<file path="src/rtl/instruction_fetch.sv">
// ---------------------------------------------------------------------------
// instruction_fetch
//
// Fetch stage of the multicycle computer. It holds the program counter and
// drives the read side of instruction_memory. It latches each returned word
// into the instruction register for the control unit and decoder.
//
// A fetch is started by a one-cycle fetch_request. It takes three cycles:
//   ISSUE : read strobe to memory
//   WAIT  : memory output valid
//   DONE  : instruction_valid pulse
// PC loads (branch/jump) are accepted at any time. A load that arrives while
// a fetch is in flight is held as pending and applied when that fetch
// completes. When several loads arrive during one fetch, the last one wins.
//
// Ports
//   clk, reset          rising-edge clock, asynchronous active-high reset
//   fetch_request       start a fetch (sampled in IDLE or DONE only)
//   pc_load             load pc_load_value into the PC
//   pc_load_value       branch/jump target
//   imem_read_data      instruction_memory.read_data
//   imem_read_enable    instruction_memory.read_enable (high in ISSUE)
//   imem_address        instruction_memory.address (always the PC)
//   instruction         instruction register
//   instruction_address address the current instruction was fetched from
//   program_counter     next address to fetch
//   instruction_valid   one-cycle pulse when instruction is updated
//   busy                high in any state other than IDLE
// ---------------------------------------------------------------------------
module instruction_fetch #(
  parameter int                    ADDR_WIDTH   = 14,
  parameter int                    INSTR_WIDTH  = 27,
  parameter logic [ADDR_WIDTH-1:0] RESET_VECTOR = 14'h2000
) (
  input  logic                   clk,
  input  logic                   reset,
  input  logic                   fetch_request,
  input  logic                   pc_load,
  input  logic [ADDR_WIDTH-1:0]  pc_load_value,
  input  logic [INSTR_WIDTH-1:0] imem_read_data,
  output logic                   imem_read_enable,
  output logic [ADDR_WIDTH-1:0]  imem_address,
  output logic [INSTR_WIDTH-1:0] instruction,
  output logic [ADDR_WIDTH-1:0]  instruction_address,
  output logic [ADDR_WIDTH-1:0]  program_counter,
  output logic                   instruction_valid,
  output logic                   busy
);

  typedef enum logic [1:0] {
    IDLE  = 2'd0,
    ISSUE = 2'd1,
    WAIT  = 2'd2,
    DONE  = 2'd3
  } state_t;

  localparam logic [ADDR_WIDTH-1:0] PC_ONE = {{(ADDR_WIDTH-1){1'b0}}, 1'b1};

  state_t                   state_r, state_next_s;
  logic [ADDR_WIDTH-1:0]    pc_r, pc_next_s;
  logic                     pending_valid_r, pending_valid_next_s;
  logic [ADDR_WIDTH-1:0]    pending_value_r, pending_value_next_s;
  logic [INSTR_WIDTH-1:0]   instruction_r, instruction_next_s;
  logic [ADDR_WIDTH-1:0]    instr_addr_r, instr_addr_next_s;
  logic                     read_enable_r, valid_r, busy_r;

  // Next-state, PC, pending-load and capture logic.
  always_comb begin
    state_next_s         = state_r;
    pc_next_s            = pc_r;
    pending_valid_next_s = pending_valid_r;
    pending_value_next_s = pending_value_r;
    instruction_next_s   = instruction_r;
    instr_addr_next_s    = instr_addr_r;

    case (state_r)
      IDLE, DONE: begin
        // The PC updates on this edge, so a simultaneous request issues at
        // the loaded address.
        if (pc_load) begin
          pc_next_s = pc_load_value;
        end else begin
          pc_next_s = pc_r;
        end
        if (fetch_request) begin
          state_next_s = ISSUE;
        end else begin
          state_next_s = IDLE;
        end
      end
      ISSUE: begin
        // The PC must stay put while memory is being addressed, so the load
        // is deferred.
        if (pc_load) begin
          pending_valid_next_s = 1'b1;
          pending_value_next_s = pc_load_value;
        end else begin
          pending_valid_next_s = pending_valid_r;
          pending_value_next_s = pending_value_r;
        end
        state_next_s = WAIT;
      end
      WAIT: begin
        instruction_next_s   = imem_read_data;
        instr_addr_next_s    = pc_r;
        pending_valid_next_s = 1'b0;
        pending_value_next_s = {ADDR_WIDTH{1'b0}};
        // A load arriving on the completing edge is the most recent one.
        if (pc_load) begin
          pc_next_s = pc_load_value;
        end else if (pending_valid_r) begin
          pc_next_s = pending_value_r;
        end else begin
          pc_next_s = pc_r + PC_ONE;
        end
        state_next_s = DONE;
      end
      default: begin
        state_next_s = IDLE;
      end
    endcase
  end

  // State, PC and instruction registers.
  always_ff @(posedge clk or posedge reset) begin
    if (reset) begin
      state_r         <= IDLE;
      pc_r            <= RESET_VECTOR;
      pending_valid_r <= 1'b0;
      pending_value_r <= {ADDR_WIDTH{1'b0}};
      instruction_r   <= {INSTR_WIDTH{1'b0}};
      instr_addr_r    <= {ADDR_WIDTH{1'b0}};
    end else begin
      state_r         <= state_next_s;
      pc_r            <= pc_next_s;
      pending_valid_r <= pending_valid_next_s;
      pending_value_r <= pending_value_next_s;
      instruction_r   <= instruction_next_s;
      instr_addr_r    <= instr_addr_next_s;
    end
  end

  // Status flags registered from the next state, so they line up with state_r.
  always_ff @(posedge clk or posedge reset) begin
    if (reset) begin
      read_enable_r <= 1'b0;
      valid_r       <= 1'b0;
      busy_r        <= 1'b0;
    end else begin
      read_enable_r <= (state_next_s == ISSUE);
      valid_r       <= (state_next_s == DONE);
      busy_r        <= (state_next_s != IDLE);
    end
  end

  assign imem_read_enable    = read_enable_r;
  assign imem_address        = pc_r;
  assign instruction         = instruction_r;
  assign instruction_address = instr_addr_r;
  assign program_counter     = pc_r;
  assign instruction_valid   = valid_r;
  assign busy                = busy_r;

endmodule

</file>
<file path="config.mk">
export PLATFORM = sky130hd
export DESIGN_NAME = instruction_fetch
export DESIGN_NICKNAME = d
export VERILOG_FILES = /design/src/rtl/instruction_fetch.sv
export SDC_FILE = /design/constraint.sdc
export NUM_CORES = 1
export LEC_CHECK = 0
export ABC_AREA = 0
export ABC_CLOCK_PERIOD_IN_PS = 2400
export BUFFER_PORTS_ARGS = -buffer_cell sky130_fd_sc_hd__buf_2
export CORE_MARGIN = 4
export CORE_UTILIZATION = 46
export CTS_CLUSTER_SIZE = 8
export DETAILED_ROUTE_END_ITERATION = 10
export GPL_ROUTABILITY_DRIVEN = 0
export PLACE_DENSITY = 0.76
export SYNTH_ARGS = -nofsm -noshare
export SYNTH_HDL_FRONTEND = slang
export SYNTH_SLANG_ARGS = --single-unit
</file>
<file path="constraint.sdc">
create_clock -name clk -period 2.4 [get_ports clk]
set_input_delay 0.48 -clock clk [delete_from_list [all_inputs] [get_ports clk]]
set_output_delay 0.48 -clock clk [all_outputs]
set_load 0.02 [all_outputs]
</file>
==> metrics list <==
* Total inserted antenna cells: 0
* Deepest clock path buffer count: 2
* Data arrival time at the worst-slack endpoint: 2.18 ns
- Final net count: between 400 and 500
* Xor-xnor portion of the synthesized cell area: under 10%
- Max Clock Freq: 516 MHz
- In this run the tightest slew margin relative to its limit is ~53%.
- The number of pins exceeding their max-slew limit in the final report came to 0.
- Crit start category: register
- Share of final-layout standard cells stronger than drive strength 1: approximately 43%
- Routed wire per std cell: between 15 and 20 microns
- In this run the standard cell core region covers a little under 0.008 sq mm.
* Maximum number of pins on one net before global-route repair: 43
* Start-to-end type of the worst setup path: register to register
- Across the run, the number of max-cap violations was 0.
- In the synthesized netlist, the number of instances is roughly 340.
- CTS tree: yes
- Per-instance average area after synthesis: approximately 11 sq um
- Data on the critical path is required at its endpoint by between 2 and 3 ns.
- Unrepaired setup endpoints after global routing: no
- The initial utilization of the core area, before any placement, comes to 47.4%.
- GRT overflow: 0
- Cell types with the largest area share after synthesis: sky130_fd_sc_hd__dfrtp_1, sky130_fd_sc_hd__mux2_2, sky130_fd_sc_hd__o21ai_0, sky130_fd_sc_hd__nand2_1, sky130_fd_sc_hd__buf_4
* Clock latency reported for the late side of the worst-skew pair: 0.34 ns
- Routed vias: 2937
- Transition time of the tightest slew-check pin: around 0.71 ns
- Summed over all nets, the half-perimeter wirelength after detailed placement is 6.17 mm.
* # hold bufs at CTS: 0
- # port buffers: roughly 120
* Power after layout: 0.00692 W
* Filler Cell Count: 670
- P per Cell Area: 1580 mW/mm^2
- sky130_fd_sc_hd__dfrtp_1 takes more of the synthesized area than any other cell.
- The synthesized netlist devotes a little over an eighth of its cell area to compound gates.
- CTS Buf Count: 9
* Simple-Gate Fraction of Synth Area: 10.7%
- Once the clock tree was built, the setup fixing pass inserted 0 buffers.
- Most frequent standard cell in the layout excluding fill and tap cells: sky130_fd_sc_hd__buf_2
- Placed insts: ~530
- The via count of the first global-routing pass was ~3000.
- Summed over all cells, the static leakage comes to 2.03 nW.
- Vias/cell: around 5.4
- The path class of the tightest hold or removal check is input port to asynchronous set/reset pin.
- Share of the yosys chip area belonging to registers: slightly above 50%
* Quantity of gates resized following cts: 0
* FP Rows: 32
- Result of the run: complete, no violations
- The die is roughly 100 microns wide.
- Counting flops with an async set or reset pin after synthesis yields a share of between 90% and 100%.
* Fin crit share: roughly four fifths
- Synth top area share: around half
* Clock sink total: 75
* Number of enable-type register cells in the synthesized netlist: 0
- The H-tree was split into 3 levels.
* Remaining DRCs: 0
- In this run the vertical extent of the chip is roughly 97 microns.
- Counting flops and latches in the post-synthesis netlist gives 75.
- After clock tree synthesis, the clock-pin slew on the worst setup and hold paths is around 0.09 ns.
- Between clock sinks in the finished design, the worst skew comes to 0.0116 ns.
- Synthesized area: ~0.0037 sq mm
* Post-DRT Antenna Nets: 0
- Number of antenna violations at the first check in global routing: 0
- After the first detailed-routing iteration, the DRC count stood at approximately 160.
- Root buffer cell: sky130_fd_sc_hd__clkbuf_8
* Total nets after synthesis: around 380
- Number of standard cells in the layout, taps in and fillers out: between 500 and 600
- Post-synthesis adder-cell area fraction: around 1.0%
- Commonest cells after routing, fill and taps aside: sky130_fd_sc_hd__buf_2, sky130_fd_sc_hd__dfrtp_1, sky130_fd_sc_hd__mux2_2
* Final period demand of the worst path: between 1.5 and 2 ns
* I/O pin count: ~120
* Worst-case vdd ir drop: ~0.89 mV
- Of all nets on the critical path, the largest fanout is 20.
- The die covers between 0.009 and 0.01 sq mm.
- During synthesis, Yosys emitted a total of 0 warnings.
- Hold Violations, Final: 0
* Unique cell type count in the Yosys netlist: 42
- The pre-antenna-repair detailed-routing pass consisted of 4 iterations.
- By area, the combinational part of the netlist is dominated by multiplexers.
- For this block, the routed nets add up to 8.73 mm of wire.
- Measured against the total synthesized area, the mux share comes to between 10% and 20%.
* Element type at the critical path end: register
* GRT Total Usage: between 10% and 20%
- Among all flip-flop cells after synthesis, the most frequent one is sky130_fd_sc_hd__dfrtp_1.
- Global-route wire length before repair: between 10 and 15 mm
- Total Neg Setup Slack: 0 ns
- Growth of design area from synthesis to finish: 20.0%
- Setup violations remaining at the end of the flow were counted as 0.
-- logic make-up after synthesis --
group	count (synthesis)
AOI/OAI and AO/OA	82
adders and majority gates	3
DFF	75
muxes	47
and+or+nand+nor	77
xor gates and xnor gates	5
buffers and inverters	47
-- synth_stat cells (2+ instances only) --
library cell                instances
sky130_fd_sc_hd__dfrtp_1           74
sky130_fd_sc_hd__mux2_2            43
sky130_fd_sc_hd__nand2_1           29
sky130_fd_sc_hd__o21ai_0           28
sky130_fd_sc_hd__a21oi_1           20
sky130_fd_sc_hd__buf_4             14
sky130_fd_sc_hd__clkbuf_1          14
sky130_fd_sc_hd__nor2b_1           14
sky130_fd_sc_hd__inv_1             12
sky130_fd_sc_hd__nand2b_1           8
sky130_fd_sc_hd__nand3_1            6
sky130_fd_sc_hd__o22ai_1            6
sky130_fd_sc_hd__o31ai_1            6
sky130_fd_sc_hd__clkbuf_8           5
sky130_fd_sc_hd__nor2_1             5
sky130_fd_sc_hd__a31oi_1            4
sky130_fd_sc_hd__mux2i_1            4
sky130_fd_sc_hd__xnor2_1            4
sky130_fd_sc_hd__ha_1               3
sky130_fd_sc_hd__nor3_1             3
sky130_fd_sc_hd__nor4_1             3
sky130_fd_sc_hd__o211ai_1           3
sky130_fd_sc_hd__or3_1              3
sky130_fd_sc_hd__a21o_1             2
sky130_fd_sc_hd__a2bb2oi_1          2
sky130_fd_sc_hd__and2_1             2
sky130_fd_sc_hd__nand4_1            2
sky130_fd_sc_hd__o21a_1             2
sky130_fd_sc_hd__o41ai_1            2
-- worst paths after layout --
kind,from,slack (ns),cells past startpoint,end
min reg2reg,pending_value_r[12]$_DFFE_PP0P_,0.49,2,pending_value_r[12]$_DFFE_PP0P_
max reg2reg,state_r[1]$_DFF_PP0_,0.46,5,imem_address[13]$_DFFE_PP1P_
max in group asynchronous,reset,1.46,3,instruction[13]$_DFFE_PP0P_
min,reset,0.19,2,imem_address[5]$_DFFE_PP0P_
min in group clk,fetch_request,0.36,2,busy$_DFF_PP0_
max,state_r[1]$_DFF_PP0_,0.46,5,imem_address[13]$_DFFE_PP1P_
-- worst max-delay path, cell delays in order, from the launching register on --
cell	delay [ns]
sky130_fd_sc_hd__dfrtp_1	0.39
sky130_fd_sc_hd__ha_2	0.47
sky130_fd_sc_hd__mux2_2	0.53
sky130_fd_sc_hd__nand3_1	0.14
sky130_fd_sc_hd__nor4_1	0.05
sky130_fd_sc_hd__a311oi_1	0.27
-- where the power goes --
part           total [W]  switching, W  leakage, nW  internal (W)
Sequential       0.00243      0.000529        0.911       0.00190
Clock           0.000964      0.000476        0.104      0.000487
Combinational    0.00353       0.00207         1.01       0.00146
-- flip-flops by register name (all words and copies together) (netlist names) --
name                 count
busy                     1
imem_address            14
imem_read_enable         1
instruction             27
instruction_address     14
instruction_valid        1
pending_valid_r          1
pending_value_r         14
state_r                  2
-- layer usage --
metal | GRT usage (%) | share of wire (%) | up-vias
met5 | 0 | 0 | -
met4 | 7.24 | 1.1 | 0
met3 | 6.60 | 9.7 | 8
met2 | 29.8 | 48 | 153
met1 | 23.6 | 41 | 1411
li1 | - | - | 1365
-- layout make-up --
class / count / area, sq um / share of cell area, %
timing repair buffer: 123 / 646 / 14.7
clock inverter: 7 / 75.1 / 1.71
multi-input combinational: 214 / 1500 / 34.1
clock buffer: 9 / 124 / 2.82
sequential: 75 / 1880 / 42.7
tap: 102 / 128 / 2.90
inverter: 12 / 45.0 / 1.03
-- metrics by stage --
step / hold slack, ns / setup WS, ns / utilization [%] / area, sq um
2_1_floorplan: 0.450 / 0.0117 / - / 3660
3_3_place_gp: 0.468 / 0.546 / 54.3 / 4200
3_5_place_dp: 0.472 / 0.447 / 54.3 / 4200
4_1_cts: 0.194 / 0.456 / 56.9 / 4390
5_1_grt: 0.231 / 0.348 / 56.9 / 4390
6_report: 0.190 / 0.460 / 56.9 / 4390
No activity file was read; power rests on OpenSTA's default activity.
